File: src/rtl/pe_conv1d_stream.sv
// rtl/pe_conv1d_stream.sv - streaming 1-D convolution processing element
//
// Samples enter a TAPS-deep sliding window through a valid/ready handshake.
// Every complete window is multiplied by run-time loadable coefficients and
// reduced through two registered stages. The result is either wrapped or
// saturated to OUT_W bits.
//
// Ports:
//   clk, rst               clock, synchronous active-high reset
//   coef_load, coef_in     coefficient load strobe; tap k at [k*COEF_W +: COEF_W]
//   in_valid/in_ready      input sample handshake; in_data sample, in_last end of frame
//   out_valid/out_ready    result handshake; out_data result, out_last end of frame
//   out_sat                result exceeded OUT_W bits
//   short_frame            one-cycle pulse when a frame ended before filling a window
module pe_conv1d_stream #(
    parameter int DATA_W   = 2,
    parameter int COEF_W   = 2,
    parameter int TAPS     = 3,
    parameter int OUT_W    = 8,
    parameter int SAT_MODE = 0
) (
    input  logic                     clk,
    input  logic                     rst,
    input  logic                     coef_load,
    input  logic [TAPS*COEF_W-1:0]   coef_in,
    input  logic                     in_valid,
    output logic                     in_ready,
    input  logic [DATA_W-1:0]        in_data,
    input  logic                     in_last,
    output logic                     out_valid,
    input  logic                     out_ready,
    output logic [OUT_W-1:0]         out_data,
    output logic                     out_last,
    output logic                     out_sat,
    output logic                     short_frame
);

    localparam int PROD_W = DATA_W + COEF_W;
    localparam int SUM_W  = PROD_W + $clog2(TAPS);
    localparam int CNT_W  = $clog2(TAPS);

    logic [TAPS*COEF_W-1:0] coef_q;
    logic [DATA_W-1:0]      win [TAPS];
    logic [CNT_W-1:0]       cnt;

    // Window stage: a complete window sitting in win[] waiting for products
    logic                   s0_valid;
    logic                   s0_last;

    logic [PROD_W-1:0]      s1_prod [TAPS];
    logic                   s1_valid;
    logic                   s1_last;

    logic                   advance;
    logic                   accept;
    logic                   full;

    logic [SUM_W-1:0]       sum;
    logic [OUT_W-1:0]       res_data;
    logic                   res_ovf;

    // The whole pipeline freezes while a result waits on the consumer
    assign advance  = !(out_valid && !out_ready);
    assign in_ready = advance && !coef_load && !rst;
    assign accept   = in_valid && in_ready;
    assign full     = (cnt == CNT_W'(TAPS - 1));

    always_comb begin
        sum = '0;
        for (int k = 0; k < TAPS; k++) begin
            sum = sum + SUM_W'(s1_prod[k]);
        end
    end

    generate
        if (OUT_W >= SUM_W) begin : g_wide
            assign res_data = OUT_W'(sum);
            assign res_ovf  = 1'b0;
        end else begin : g_narrow
            assign res_ovf  = |sum[SUM_W-1:OUT_W];
            assign res_data = (SAT_MODE != 0 && res_ovf) ? {OUT_W{1'b1}} : sum[OUT_W-1:0];
        end
    endgenerate

    always_ff @(posedge clk) begin
        if (rst) begin
            coef_q      <= '0;
            cnt         <= '0;
            s0_valid    <= 1'b0;
            s0_last     <= 1'b0;
            s1_valid    <= 1'b0;
            s1_last     <= 1'b0;
            out_valid   <= 1'b0;
            out_data    <= '0;
            out_last    <= 1'b0;
            out_sat     <= 1'b0;
            short_frame <= 1'b0;
            for (int k = 0; k < TAPS; k++) begin
                win[k]     <= '0;
                s1_prod[k] <= '0;
            end
        end else begin
            if (coef_load) begin
                coef_q <= coef_in;
            end

            short_frame <= accept && in_last && !full;

            // win[0] holds the oldest sample and pairs with c[0]
            if (accept) begin
                for (int k = 0; k < TAPS - 1; k++) begin
                    win[k] <= win[k+1];
                end
                win[TAPS-1] <= in_data;
                if (in_last) begin
                    cnt <= '0;
                end else if (!full) begin
                    cnt <= cnt + CNT_W'(1);
                end
            end

            if (advance) begin
                s0_valid <= accept && full;
                s0_last  <= in_last;

                s1_valid <= s0_valid;
                s1_last  <= s0_last;
                for (int k = 0; k < TAPS; k++) begin
                    s1_prod[k] <= PROD_W'(win[k]) * PROD_W'(coef_q[k*COEF_W +: COEF_W]);
                end

                out_valid <= s1_valid;
                if (s1_valid) begin
                    out_data <= res_data;
                    out_last <= s1_last;
                    out_sat  <= res_ovf;
                end
            end
        end
    end

endmodule

File: config.mk
export PLATFORM = sky130hd
export DESIGN_NAME = pe_conv1d_stream
export DESIGN_NICKNAME = d
export VERILOG_FILES = /design/src/rtl/pe_conv1d_stream.sv
export SDC_FILE = /design/constraint.sdc
export NUM_CORES = 1
export LEC_CHECK = 0
export ABC_CLOCK_PERIOD_IN_PS = 2600
export BUFFER_PORTS_ARGS = -buffer_cell sky130_fd_sc_hd__buf_4
export CORE_MARGIN = 1.5
export CORE_UTILIZATION = 30
export DETAILED_ROUTE_END_ITERATION = 10
export GPL_ROUTABILITY_DRIVEN = 1
export HOLD_SLACK_MARGIN = 0.06
export PLACE_DENSITY = 0.53
export SLEW_MARGIN = 15
export SYNTH_ARGS = -nofsm -noshare
export SYNTH_HDL_FRONTEND = slang
export SYNTH_SLANG_ARGS = --single-unit
File: constraint.sdc
create_clock -name clk -period 2.6 [get_ports clk]
set_input_delay 0.78 -clock clk [delete_from_list [all_inputs] [get_ports clk]]
set_output_delay 0.78 -clock clk [all_outputs]
set_load 0.01 [all_outputs]
### After elaboration in Yosys (flattened, before gate mapping)

Memory sizes are Yosys's and may differ from the RTL's.
Index checks and enable logic that the tools add are counted.

| storage, ports and cells | value |
|---|---|
| bits in latches | 0 |
| output and inout bits | 13 |
| memory bits (read-only) | 0 |
| word-level logic and storage cells | 57 |
| bits in writable memories | 18 |
| bits in registers | 21 |
| memories | 2 |

Memory list:

| memory | words | bits a word | rd ports | clocked after Yosys merged registers in | write ports | RTL line | RTL |
|---|---|---|---|---|---|---|---|
| s1_prod | 3 | 4 | 3 | 0 | 3 | 50 | `logic [PROD_W-1:0] s1_prod [TAPS];` |
| win | 3 | 2 | 3 | 0 | 3 | 43 | `logic [DATA_W-1:0] win [TAPS];` |

| cells by class | value |
|---|---|
| multipliers | 3 |
| bitwise logic cells | 7 |
| magnitude comparators | 0 |
| shift-type cells | 0 |
| reduce and logical (&&, ||, !) cells | 14 |
| $add $sub $neg | 3 |
| eq/ne operators | 2 |
| multiplexer cells | 16 |
| div/mod/pow operators | 0 |

Operator list:

| cell | number |
|---|---|
| 2-bit by 2-bit multiplier with 4-bit output | 3 |
| 4-bit 2-to-1 mux | 3 |
| 2-bit 2-to-1 mux | 5 |
| 1-bit 2-to-1 mux | 8 |
| 1-bit logical AND | 7 |
| 5-bit by 4-bit adder with 6-bit output | 1 |
| 1-bit bitwise OR | 6 |
| 4-bit by 4-bit adder with 5-bit output | 1 |
| 1-bit zero test | 5 |
| 2-bit AND reduction | 2 |
| 2-bit by 1-bit adder with 2-bit output, second input constant | 1 |
| 2-bit equality test, second input constant | 1 |
| 2-bit != test, second input constant | 1 |
| 1-bit NOT | 1 |

### Depth between registers and ports, before layout

| depth | value |
|---|---|
| depth in word-level cells | 10 |
| gate-level depth with buffers | 9 |
| mapped depth without buffers | 9 |

### Worst setup path after synthesis

No wires, ideal clock.

| timing path | value |
|---|---|
| kind | in2out |
| start point | input rst |
| end point | output in_ready |
| slack | 424 ps |
| arrival | 1396 ps |
| buffers on the path | 2 |
| stages | 3 |
| data required time | 1820 ps |
| cells stage by stage | buf_2 -> buf_2 -> nor3_1 |

| between the ends | value |
|---|---|
| longest elaborated chain between the ends | 2 |

RTL lines:

| element | RTL line | RTL |
|---|---|---|
| from (decl) | 23 | `input logic rst,` |
| 1-bit zero test | 64 | `assign in_ready = advance && !coef_load && !rst;` |
| 1-bit logical AND | 64 |  |
| to (decl) | 27 | `output logic in_ready,` |

Every way passes these cells.

==> reports/results.tsv <==
metric	value	unit
outcome	complete, no violations	
die width	82.36	um
Hold Fails Final Rpt	0	
global-route wire length before repair	5658	um
Total GRT Usage	0.1170	
worst setup path end	out_data[4]	
crit end category	register	
die height	82.36	um
maximum number of pins on one net before global-route repair	27	
switching pwr	0.2497	mW
net count reported at finish	227	
total gr overflow	0	
fillers	622	
CP Cell Sequence	inv_1 -> fa_1 -> inv_1 -> ha_1 -> and3_1 -> or3_1 -> a311oi_2	
Int Power	0.8816	mW
Static Leak	0.9605	nW
routed len/inst	12.91	um
io pins	27	
Ys Warns	0	
Core Util, Final	0.3668	
Unique masters post-synth	36	
RSZ-0062 raised after global routing	no	
pre-CTS WS	0.4515	ns
Post-synth top flop	dfxtp_1	
post-synth top area share	0.2861	
Clock Tree Buf Depth	2	
required time worst endpoint	2.80	ns
CP most frequent cell	inv_1	
Worst-Skew Late Latency	0.29	ns
H-Tree Level Count	2	
Die Outline Area	0.006783	sq mm
cells after synthesis	175	
Slew HR	0.6510	
Sink Count	39	
Worst Hold Class	register to register	
Tcrit/Tclk final	0.8272	
CP max stage delay	0.52	ns
clk root buf	clkbuf_8	
Reg clk slew, reported paths	0.07	ns
Setup TNS Final	0	ns
setup bufs post-CTS	0	
Via Count	1219	
R2R Setup Slk	0.45	ns
max-cap viol count	0	
sequential share of power	0.589	
hold depth	2	
most common cell in the netlist	and2_1	
# diodes	0	
Initial Utilization	0.3154	
Worst path depth	7	
P&R area growth vs syn	16.29	%
startpoint types	register	
Max Slew Vio Count	0	
kind of critical path	register to register	
sequential-to-total area share from yosys stat	0.5086	
Core Rows	28	
Syn Area/Cell	10.80	sq um
Post-Route WL	3536	um
DRT antenna net count	0	
initial antenna violation count	0	
commonest cells in the netlist	24 x and2_1, 21 x dfxtp_1, 18 x edfxtp_1	
Comb power frac	0.064	
reg2reg start	s1_prod[0][3]	
layout cells sized above 1	0.1709	
Critical Path Start	s1_prod[0][3]	
maximum operating frequency	464.9	MHz
FF-to-FF path depth	7	
clock power share	0.347	
IO buf count	23	
PostCTS Resize Cnt	0	
worst slew pin tran	0.5229	ns
Post-synth EDFFs	18	
Max Fanout on Critical Path	4	
reg2reg end	out_data[4]	
mapped cell area	0.001889	sq mm
DP HPWL	2569	um
hold buffer count at cts	0	
ys async rst share	0	
post-synth top area cell	edfxtp_1	
Setup violations, final	0	
vias per cell	4.449	
drt pass-1 iters	4	
CP bufs+invs	2	
maximum VDD drop	0.2686	mV
fin worst setup slack	0.4492	ns
Yosys reg bits	39	
CP top delay family	adder cells	
cts bufs inserted	5	
DR iter-0 viols	51	
Placer Congestion	0.7270	
top cells by area, synth	edfxtp_1 29%, dfxtp_1 22%, and2_1 7.9%	
CTS tree	yes	
skew final	0.007657	ns
Cell Pwr Density	514.9	mW/mm^2
core area	0.005991	sq mm
DR DRC count	0	
CP arrival	2.35	ns
vias in the first global route	1122	
Net Sw Frac	0.2207	
CP max-delay cell	fa_1	
Final min period	2.151	ns
[worst min-delay path by stage]
stage	slack, ns	from	to
finish	0.46	s0_last	s0_last
CTS	0.46	s0_last	s0_last
global placement	0.44	s1_last	s1_last
detailed placement	0.45	s0_last	s0_last
floorplan	0.43	s1_last	s1_last
global route	0.48	s0_valid	s1_valid
[layout make-up]
| class | count | area, sq um | area share |
|---|---|---|---|
| repair buffers | 25 | 187.7 | 0.08542 |
| well taps | 75 | 93.84 | 0.04271 |
| flip-flops and latches | 39 | 960.9 | 0.4374 |
| clock buffers | 8 | 80.08 | 0.03645 |
| multi-input cells | 112 | 818.3 | 0.3724 |
| inverters | 15 | 56.30 | 0.02563 |
[sequential cells by signal (all words and copies together) (netlist names)]
signal,count
coef_q,6
cnt,2
s0_last,1
out_last,1
short_frame,1
s1_last,1
out_data,6
s1_prod,12
s1_valid,1
out_valid,1
win,6
s0_valid,1
[metal layers]
layer / vias to the layer above / track usage / part of all wire
met2: 18 / 0.1878 / 0.49
met3: 7 / 0.03956 / 0.038
met4: 0 / 0.04068 / 0.014
met1: 565 / 0.1462 / 0.46
li1: 629 / - / -
met5: - / 0 / 0
[stage by stage]
| stage | total power, mW | cells | instance area (sq um) | hold slack [ns] |
|---|---|---|---|---|
| floorplan | 0.7255 | 177 | 1897 | 0.4321 |
| global placement | 0.7536 | 266 | 2117 | 0.4420 |
| detailed placement | 0.7541 | 266 | 2117 | 0.4479 |
| CTS | 1.146 | 274 | 2197 | 0.4590 |
| global route | 1.180 | 274 | 2197 | 0.4796 |
| finish | 1.131 | 274 | 2197 | 0.4550 |
[power groups by stage]
| stage | clock (mW) | sequential (mW) | combinational [mW] |
|---|---|---|---|
| finish | 0.393 | 0.666 | 0.0725 |
| global placement | 0 | 0.680 | 0.0735 |
| CTS | 0.406 | 0.666 | 0.0742 |
| detailed placement | 0 | 0.680 | 0.0739 |
| global route | 0.430 | 0.669 | 0.0820 |
| floorplan | 0 | 0.677 | 0.0487 |
[worst min-delay path: stages, from the launching register on]
cell,delay (ns)
dfxtp_1,0.31
nand2_1,0.05
a21oi_1,0.05
[cell usage in the layout, fill, tap and decap left out, types with 6 or more instances in the layout]
master	instances
inv_1	15
nand2_1	6
ha_1	10
edfxtp_1	18
nor2_1	11
and2_1	24
dfxtp_1	21
buf_4	25
a21oi_1	11
mux2i_1	6
[logic make-up (layout without fill, tap and decap cells)]
group	Yosys count	in the layout	synth area share
muxes	6	6	0.03179
buffers and inverters	26	48	0.06224
adders and majority gates	15	15	0.1192
xor gates and xnor gates	1	1	0.004637
AOI/OAI and AO/OA	26	26	0.08874
other	1	3	0.001985
DFF	39	39	0.5086
and+or+nand+nor	61	61	0.1828
(Power assumes the default switching activity.)
